==> src/rtl/time_counter.sv <==
// ============================================================================
// time_counter
// ----------------------------------------------------------------------------
// Free-running BCD time-of-day counter. A prescaler divides CLK down to a
// one-second tick that advances second, minute and hour in either 24-hour or
// 12-hour (AM/PM) format. The manual time-setting stage can load hour and
// minute. The current time is fed back to that stage and to the display.
//
// Parameters
//   TICKS_PER_SEC : CLK cycles per second (minimum 2)
//
// Ports
//   CLK        in   system clock, rising edge active
//   RST        in   asynchronous active-high reset
//   mode       in   0 = 24-hour, 1 = 12-hour
//   load       in   load inHour/inMinute this cycle (ignored when invalid)
//   inHour     in   [7:0] BCD hour from the setting stage
//   inMinute   in   [7:0] BCD minute from the setting stage
//   hour       out  [7:0] BCD hour (00-23 or 01-12)
//   minute     out  [7:0] BCD minute (00-59)
//   second     out  [7:0] BCD second (00-59)
//   pm         out  PM flag, held 0 in 24-hour mode
//   sec_pulse  out  one-cycle strobe when a new second becomes visible
//   min_pulse  out  one-cycle strobe when a carried minute becomes visible
// ============================================================================
module time_counter #(
    parameter int TICKS_PER_SEC = 50_000_000
) (
    input  logic       CLK,
    input  logic       RST,
    input  logic       mode,
    input  logic       load,
    input  logic [7:0] inHour,
    input  logic [7:0] inMinute,
    output logic [7:0] hour,
    output logic [7:0] minute,
    output logic [7:0] second,
    output logic       pm,
    output logic       sec_pulse,
    output logic       min_pulse
);

    localparam int PW = (TICKS_PER_SEC > 2) ? $clog2(TICKS_PER_SEC) : 1;
    localparam logic [PW-1:0] TERMINAL = PW'(TICKS_PER_SEC - 1);

    // ------------------------------------------------------------------------
    // BCD helpers. All arithmetic is done per nibble so that the outputs can
    // never leave the BCD code space.
    // ------------------------------------------------------------------------

    // Increment a two-digit BCD value; the caller handles range wrap-around.
    function automatic logic [7:0] bcd_inc(input logic [7:0] v);
        if (v[3:0] == 4'd9) begin
            return {v[7:4] + 4'd1, 4'd0};
        end else begin
            return {v[7:4], v[3:0] + 4'd1};
        end
    endfunction

    // Subtract 12 from a BCD hour in 13..23.
    function automatic logic [7:0] bcd_sub12(input logic [7:0] v);
        if (v[3:0] >= 4'd2) begin
            return {v[7:4] - 4'd1, v[3:0] - 4'd2};
        end else begin
            return {v[7:4] - 4'd2, v[3:0] + 4'd8};
        end
    endfunction

    // Add 12 to a BCD hour in 01..11.
    function automatic logic [7:0] bcd_add12(input logic [7:0] v);
        if (v[3:0] >= 4'd8) begin
            return {v[7:4] + 4'd2, v[3:0] - 4'd8};
        end else begin
            return {v[7:4] + 4'd1, v[3:0] + 4'd2};
        end
    endfunction

    function automatic logic minute_ok(input logic [7:0] v);
        return (v[7:4] <= 4'd5) && (v[3:0] <= 4'd9);
    endfunction

    // Hour range depends on the mode being loaded into, not the old mode.
    function automatic logic hour_ok(input logic [7:0] v, input logic twelve);
        logic digits_ok;
        digits_ok = (v[7:4] <= 4'd9) && (v[3:0] <= 4'd9);
        if (!digits_ok) begin
            return 1'b0;
        end else if (twelve) begin
            return ((v[7:4] == 4'd0) && (v[3:0] != 4'd0)) ||
                   ((v[7:4] == 4'd1) && (v[3:0] <= 4'd2));
        end else begin
            return (v[7:4] <= 4'd1) ||
                   ((v[7:4] == 4'd2) && (v[3:0] <= 4'd3));
        end
    endfunction

    // ------------------------------------------------------------------------
    // Internal state
    // ------------------------------------------------------------------------
    logic [PW-1:0] prescaler;
    logic          tick_pending;
    logic          mode_q;

    logic          tick;
    logic          load_ok;
    logic          convert;
    logic          advance;
    logic [PW-1:0] prescaler_next;

    logic [7:0]    second_next;
    logic          sec_carry;
    logic [7:0]    minute_next;
    logic          min_carry;
    logic [7:0]    hour_inc;
    logic          pm_inc;
    logic [7:0]    hour_conv;
    logic          pm_conv;

    // ------------------------------------------------------------------------
    // Cycle qualification. A valid load wins over everything; a mode change
    // wins over a tick, which is then deferred by one cycle via tick_pending.
    // An invalid load simply falls through as if load were low.
    // ------------------------------------------------------------------------
    always_comb begin
        tick           = (prescaler == TERMINAL);
        load_ok        = load && minute_ok(inMinute) && hour_ok(inHour, mode);
        convert        = !load_ok && (mode != mode_q);
        advance        = !load_ok && !convert && (tick || tick_pending);
        prescaler_next = tick ? '0 : prescaler + PW'(1);
    end

    // ------------------------------------------------------------------------
    // Time-of-day increment chain: second -> minute -> hour. The hour step
    // follows the registered mode, which equals the input mode whenever an
    // advance is allowed.
    // ------------------------------------------------------------------------
    always_comb begin
        sec_carry   = (second == 8'h59);
        second_next = sec_carry ? 8'h00 : bcd_inc(second);

        min_carry   = (minute == 8'h59);
        minute_next = min_carry ? 8'h00 : bcd_inc(minute);

        hour_inc = bcd_inc(hour);
        pm_inc   = pm;
        if (mode_q) begin
            if (hour == 8'h12) begin
                hour_inc = 8'h01;
            end else if (hour == 8'h11) begin
                pm_inc = ~pm;
            end
        end else if (hour == 8'h23) begin
            hour_inc = 8'h00;
        end
    end

    // ------------------------------------------------------------------------
    // Mode conversion between 24-hour and 12-hour representations. The
    // target format is the new input mode.
    // ------------------------------------------------------------------------
    always_comb begin
        hour_conv = hour;
        pm_conv   = 1'b0;
        if (mode) begin
            if (hour == 8'h00) begin
                hour_conv = 8'h12;
            end else if (hour == 8'h12) begin
                pm_conv   = 1'b1;
            end else if (hour > 8'h12) begin
                hour_conv = bcd_sub12(hour);
                pm_conv   = 1'b1;
            end
        end else begin
            if (pm) begin
                if (hour != 8'h12) begin
                    hour_conv = bcd_add12(hour);
                end
            end else if (hour == 8'h12) begin
                hour_conv = 8'h00;
            end
        end
    end

    // ------------------------------------------------------------------------
    // State registers. mode_q simply tracks mode every cycle: loads and
    // conversions both adopt the new mode, and otherwise mode already equals
    // mode_q. The prescaler keeps running through conversions so a deferred
    // tick does not shift the one-second phase.
    // ------------------------------------------------------------------------
    always_ff @(posedge CLK or posedge RST) begin
        if (RST) begin
            hour         <= 8'h00;
            minute       <= 8'h00;
            second       <= 8'h00;
            pm           <= 1'b0;
            sec_pulse    <= 1'b0;
            min_pulse    <= 1'b0;
            prescaler    <= '0;
            tick_pending <= 1'b0;
            mode_q       <= 1'b0;
        end else begin
            sec_pulse <= 1'b0;
            min_pulse <= 1'b0;
            mode_q    <= mode;
            prescaler <= prescaler_next;

            if (load_ok) begin
                hour         <= inHour;
                minute       <= inMinute;
                second       <= 8'h00;
                prescaler    <= '0;
                tick_pending <= 1'b0;
                if (!mode) begin
                    pm <= 1'b0;
                end
            end else if (convert) begin
                hour         <= hour_conv;
                pm           <= pm_conv;
                tick_pending <= tick_pending | tick;
            end else if (advance) begin
                second       <= second_next;
                sec_pulse    <= 1'b1;
                tick_pending <= 1'b0;
                if (sec_carry) begin
                    minute    <= minute_next;
                    min_pulse <= 1'b1;
                    if (min_carry) begin
                        hour <= hour_inc;
                        pm   <= pm_inc;
                    end
                end
            end
        end
    end

endmodule

==> config.mk <==
export PLATFORM = sky130hd
export DESIGN_NAME = time_counter
export DESIGN_NICKNAME = d
export VERILOG_FILES = /design/src/rtl/time_counter.sv
export SDC_FILE = /design/constraint.sdc
export NUM_CORES = 1
export LEC_CHECK = 0
export ABC_CLOCK_PERIOD_IN_PS = 3800
export BUFFER_PORTS_ARGS = -buffer_cell sky130_fd_sc_hd__buf_2
export CAP_MARGIN = 40
export CORE_ASPECT_RATIO = 1.25
export CORE_UTILIZATION = 25
export CTS_BUF_LIST = sky130_fd_sc_hd__clkbuf_4 sky130_fd_sc_hd__clkbuf_8
export CTS_CLUSTER_SIZE = 16
export DETAILED_ROUTE_END_ITERATION = 10
export PLACE_DENSITY = 0.49
export SLEW_MARGIN = 20
export SYNTH_ARGS = -nofsm -noshare
export SYNTH_HDL_FRONTEND = slang
export SYNTH_SLANG_ARGS = --single-unit
==> constraint.sdc <==
create_clock -name CLK -period 3.8 [get_ports CLK]
set_input_delay 0.76 -clock CLK [delete_from_list [all_inputs] [get_ports CLK]]
set_output_delay 0.76 -clock CLK [all_outputs]
set_load 0.01 [all_outputs]
### Yosys cells after proc, flatten, opt, wreduce, memory -nomap -nowiden

Index checks and enable logic that the tools add are counted.

| operators by class | value |
|---|---|
| $add $sub $neg | 14 |
| magnitude comparators | 10 |
| eq/ne operators | 20 |
| mux-type cells | 56 |
| bitwise gates (word level) | 2 |
| reduce and logical (&&, ||, !) cells | 33 |

Operators with widths:

| operator | count |
|---|---|
| 8-bit 2-to-1 mux | 29 |
| 26-bit 2-to-1 mux | 2 |
| 26-bit by 1-bit adder with 26-bit output (second input constant) | 1 |
| 26-bit == test (second input constant) | 1 |
| 1-bit 2-to-1 mux | 25 |
| 4-bit by 1-bit adder with 4-bit output (second input constant) | 6 |
| 3-bit nonzero test | 7 |
| 8-bit by 5-bit == test with 1-bit output (second input constant) | 2 |
| 8-bit by 7-bit == test with 1-bit output (second input constant) | 2 |
| 5-bit by 4-bit inequality test with 1-bit output (second input constant) | 3 |
| 7-bit AND reduction | 2 |
| 4-bit == test (second input constant) | 3 |
| 4-bit <= comparator (second input constant) | 3 |
| 1-bit logical AND | 10 |
| 4-bit by 2-bit adder with 4-bit output (second input constant) | 2 |
| 8-bit by 6-bit == test with 1-bit output (second input constant) | 1 |
| 8-bit by 5-bit greater-than comparator with 1-bit output (second input constant) | 1 |
| 4-bit by 2-bit <= comparator with 1-bit output (second input constant) | 2 |
| 8-bit zero test | 1 |
| 8-bit by 5-bit inequality test with 1-bit output (second input constant) | 1 |
| 4-bit by 2-bit subtractor with 4-bit output (second input constant) | 2 |
| 3-bit AND reduction | 2 |
| 5-bit by 3-bit inequality test with 1-bit output (second input constant) | 1 |
| 4-bit adder (second input constant) | 1 |
| 20 further kinds | 25 |

| storage, ports and cells | value |
|---|---|
| register bits | 55 |
| bits of input ports | 20 |
| output and inout bits | 27 |

### Logic depth before layout (Yosys ltp)

| logic depth | value |
|---|---|
| word-level depth | 14 |
| gate-level depth with buffers | 10 |
| gate-level depth less buffers | 9 |

### Least setup slack after synthesis

OpenSTA, ideal clock, no wires.

| path | value |
|---|---|
| kind | input port to flip-flop |
| start point | input port inHour[4] |
| end point | register hour[4] |
| arrival time | 2534 ps |
| slack | 1136 ps |
| stages | 8 |
| cell sequence | or3_4 a211oi_4 nor3b_1 o32ai_1 a211o_1 buf_2 nor3_1 o22ai_1 |

| on the way | value |
|---|---|
| word-level cells in the longest chain between the ends | 13 |

RTL lines:

| what | RTL line | source |
|---|---|---|
| start: declaration | 33 | `input logic [7:0] inHour,` |
| branches (longest 13 deep; another with 4-bit by 1-bit <= comparator with 1-bit output) | -- |  |
| end signal: assignment | 208 | `hour <= inHour;` |
| end signal: assignment | 217 | `hour <= hour_conv;` |
| end signal: assignment | 228 | `hour <= hour_inc;` |
| end: declaration | 35 | `output logic [7:0] hour,` |

Several ways; the timed one is not identified.
A chain may end at the register's enable or synchronous reset.

### Worst setup path in the final report

| path | value |
|---|---|
| start point | input port inHour[1] |
| end point | register hour[6] |

| on the way | value |
|---|---|
| word-level cells in the longest chain between the ends | 13 |

RTL lines:

| what | RTL line | source |
|---|---|---|
| 4-bit by 2-bit <= comparator with 1-bit output, or another cell as far along | 93 | `((v[7:4] == 4'd2) && (v[3:0] <= 4'd3));` |
| 1-bit logical AND, on equally long branches | 93, 89, 90 |  |
| 1-bit logical OR, on equally long branches | 92, 89 |  |
| 1-bit 2-to-1 mux | 88 | `end else if (twelve) begin` |
| 1-bit 2-to-1 mux * | 86 | `if (!digits_ok) begin` |
| 1-bit logical AND * | 126 | `load_ok = load && minute_ok(inMinute) && hour_ok(inHour, mode);` |
| 1-bit zero test | 127, 128 |  |
| 1-bit logical AND | 127 | `convert = !load_ok && (mode != mode_q);` |
| 1-bit zero test | 128 | `advance = !load_ok && !convert && (tick \|\| tick_pending);` |
| 1-bit logical AND (2 in series) | 128 |  |
| 3-bit nonzero test (no line) | -- |  |
| 7-bit AND reduction (no line) | -- |  |

Mark *: on every way between the ends. The rest lies on a longest branch, timed or not.

==> reports/summary.md <==
For the number of antenna violations at the first check in global routing, the log shows 0. The clock reaches the later pin of the worst-skew pair after 0.32 ns. The shortest period the worst path allows was 3.079 ns; the maximum fanout along the worst path was 10. At the placement stage, the worst setup path has a slack of 0.3778 ns.

The number of cells on the worst reg-to-reg path was 9; the first-pass detailed-route iteration total was 4. Setup repair after global routing left no endpoint under its margin. From bottom edge to top edge, the die measures 136.9 µm.

After legalization and detailed placement, the total HPWL measured 7783 µm. From left edge to right edge, the die measures 109.9 µm. The number of synthesized flops with an enable pin is 0, and the final routed wirelength across all metal layers is 10150 µm. The number of buffer cells added on primary ports came out at 46.

The run gives 0 as the number of nets with antenna violations after detailed routing. In this run the power density over the cells is 480.7 mW/mm². In the post-synthesis netlist, the biggest area contributors are dfrtp_1, ha_1, nor2_1.

The flow ran to the end, and the final reports show no timing, DRC or antenna violations. In this run the critical register-to-register path is captured at hour[2]$_DFFE_PP0P_. The die area is 0.01504 mm². The tools report the count of final hold-check violations as 0.

The logs give 415 for the number of standard cells after synthesis and 48 for the number of cell rows. The logs give 0.5057 for the tightest slew margin relative to the limit and 0 ns for the final-layout setup total negative slack. The core box area is 0.01399 mm².

The analysis attributes to cell leakage a power of 1.864 nW. For the largest net degree at the start of global routing, the log shows 25. Counting the buffers created by CTS gives 5. The H-tree generated during clock tree synthesis spans 2 levels.

The fraction of registers with async set/reset is 1.000. The wire length of the first global-routing pass came out at 16660 µm. The run gives 0 as the aggregate global routing overflow. Pin placement for this block handled 47 I/O pins. The number of storage elements in the synthesis netlist is 55, and the number of sinks driven by the clock tree is 55. The worst hold path belongs to the class primary input to asynchronous set/reset pin. Across all setup checks in the final design, the least slack found is 0.7207 ns. The mean number of vias per cell works out to 5.113. For this run, the leading register cell type out of synthesis is dfrtp_1. Setup violations remaining at the end of the flow were counted as 0.

At the pin with the least slew margin, the transition time is 0.7346 ns. The number of nets in the synthesized netlist is 454. A synthesized cell averages 8.764 µm². The final cycle utilization of the critical path is 0.8104, and the clock skew after layout is 0.01913 ns. Root cell of the clock tree: clkbuf_8. Of all cell types, the one taking the most synthesized area is dfrtp_1. The class of the most critical setup path is primary input to flop.

During synthesis, Yosys emitted a total of 0 warnings. TritonCTS built the clock tree. The tools report the arrival time reported for the critical path endpoint as 3.27 ns. The tools report the detailed-route via count as 3267. The clock-pin slew on the worst setup and hold paths works out to 0.12 ns. STA classifies the critical path startpoint as a primary input.

The post-CTS setup-driven buffer insertion count was 0; the mapped cell area was 0.003637 mm². IR analysis of the VDD net gives a maximum drop of 0.2557 mV. The area growth from synthesis to layout is 16.00%. The final layout contains 502 nets. The share of the synthesized area in the top cell type was 0.3784. The worst register-to-register path begins at hour[5]$_DFFE_PP0P_. Synthesis instantiated 66 different standard cells from the library.

The logs give 0 for the total of hold buffers inserted after clock tree synthesis and 0 for the max-slew violation count. The total DRC errors in the routed layout is 0, and the routability congestion estimate is 0.8462. The capturing element type of the critical path is a flop. In this run the deepest clock path goes through 2 buffers. In this run, the number of DRC markers left after iteration 0 of detailed routing was 143. The fraction of final layout cells with drive strength greater than 1 works out to 0.1638. After detailed routing, the average wire length per cell comes to 15.88 µm. Based on the critical path, the design can be clocked at up to 324.7 MHz.

For flop-to-flop paths, the worst setup slack is 0.83 ns. The initial standard-cell utilization of the core came out at 0.2599. In this run, post-CTS repair resized a total of 0 instances. The run gives 0 as the max-cap violation count.

The sequential fraction of the synthesis area is 0.3784, and the required time of the worst setup path is 3.99 ns. The number of global-route vias before repair came out at 3248. The filler cell count was 1495; the antenna diode count was 0. The overall track demand over capacity in global routing was 0.1445.
-- synth_stat cells (all sizes together), types with 7 or more instances --
master   n
buf      8
ha      19
a211oi   7
nor2    60
nand2   42
xnor2   12
or3     10
o21ai   18
xor2    17
nand3   17
and3    10
a21oi   20
inv     18
nor3    11
dfrtp   55
-- placed cells by master, fill, tap and decap left out, drive strengths merged, types with 4 or more instances in the layout --
| cell type | n |
|---|---|
| a2111oi | 4 |
| a211oi | 7 |
| a21oi | 20 |
| a31oi | 5 |
| and3 | 10 |
| buf | 54 |
| clkbuf | 6 |
| dfrtp | 55 |
| ha | 19 |
| inv | 18 |
| nand2 | 42 |
| nand3 | 17 |
| nand4 | 5 |
| nor2 | 60 |
| nor2b | 5 |
| nor3 | 11 |
| o21a | 4 |
| o21ai | 18 |
| o22ai | 4 |
| o32ai | 4 |
| or3 | 10 |
| xnor2 | 12 |
| xor2 | 17 |
-- cells by family (layout without fill, tap and decap cells) --
logic type	count (synthesis)	count (layout)	synth area share
buf+inv	31	80	0.03543
fa+ha+maj	19	19	0.06536
simple gates	185	185	0.2539
mux	4	4	0.01170
flops	55	55	0.3784
xor+xnor	29	29	0.06983
compound gates	92	92	0.1854
-- worst max-delay path, stage by stage --
cell	delay, ns
buf_2	0.13
o21ai_0	0.30
nand4b_1	0.30
a2111oi_4	0.64
and2_1	0.45
nor2_1	0.20
a311oi_1	0.36
o21ai_0	0.12
-- power breakdown --
| part | internal, mW | leakage, nW | switching (mW) |
|---|---|---|---|
| clock | 0.271 | 0.0688 | 0.205 |
| combinational | 0.303 | 1.07 | 0.403 |
| sequential | 0.675 | 0.728 | 0.171 |
-- worst max-delay path by stage --
stage,from,end,cells past startpoint
after floorplan,inHour[4],hour[4]$_DFFE_PP0P_,8
after global placement,inHour[1],prescaler[4]$_DFF_PP0_,9
after detailed placement,inHour[1],hour[6]$_DFFE_PP0P_,8
after CTS,inHour[1],hour[6]$_DFFE_PP0P_,8
after global routing,inHour[1],hour[1]$_DFFE_PP0P_,8
final,inHour[1],hour[6]$_DFFE_PP0P_,8
-- through the flow --
step / area, µm² / power (mW) / instances / utilization / hold slack (ns)
3_5_place_dp: 4083 / 1.559 / 631 / 0.2918 / 0.5137
6_report: 4219 / 2.028 / 639 / 0.3015 / 0.4553
5_1_grt: 4219 / 2.163 / 639 / 0.3015 / 0.5089
2_1_floorplan: 3637 / 1.327 / 415 / - / 0.4747
4_1_cts: 4219 / 2.044 / 639 / 0.3015 / 0.4617
3_3_place_gp: 4078 / 1.551 / 630 / 0.2914 / 0.5092
-- state kept, by name, summed over array words and instances, names as in the netlist --
signal	cells
prescaler	26
hour	8
minute	8
second	8
min_pulse	1
mode_q	1
pm	1
sec_pulse	1
tick_pending	1
-- metal layers --
layer  global-route usage  part of all wire  wire (µm)
met4              0.07259             0.040        402
met3              0.01857             0.024        246
met5                    0                 0          0
met1               0.1739              0.42       4273
met2               0.2497              0.51       5225
-- layout make-up --
| class | instances | area (µm²) | area share |
|---|---|---|---|
| clock buffers | 6 | 76.32 | 0.01809 |
| inverters | 18 | 67.56 | 0.01601 |
| well taps | 175 | 219.0 | 0.05190 |
| flip-flops and latches | 55 | 1376 | 0.3262 |
| clock inverters | 2 | 60.06 | 0.01423 |
| repair buffers | 54 | 287.8 | 0.06821 |
| multi-input cells | 329 | 2132 | 0.5053 |
Note: power is estimated with default switching activity, not from simulation.
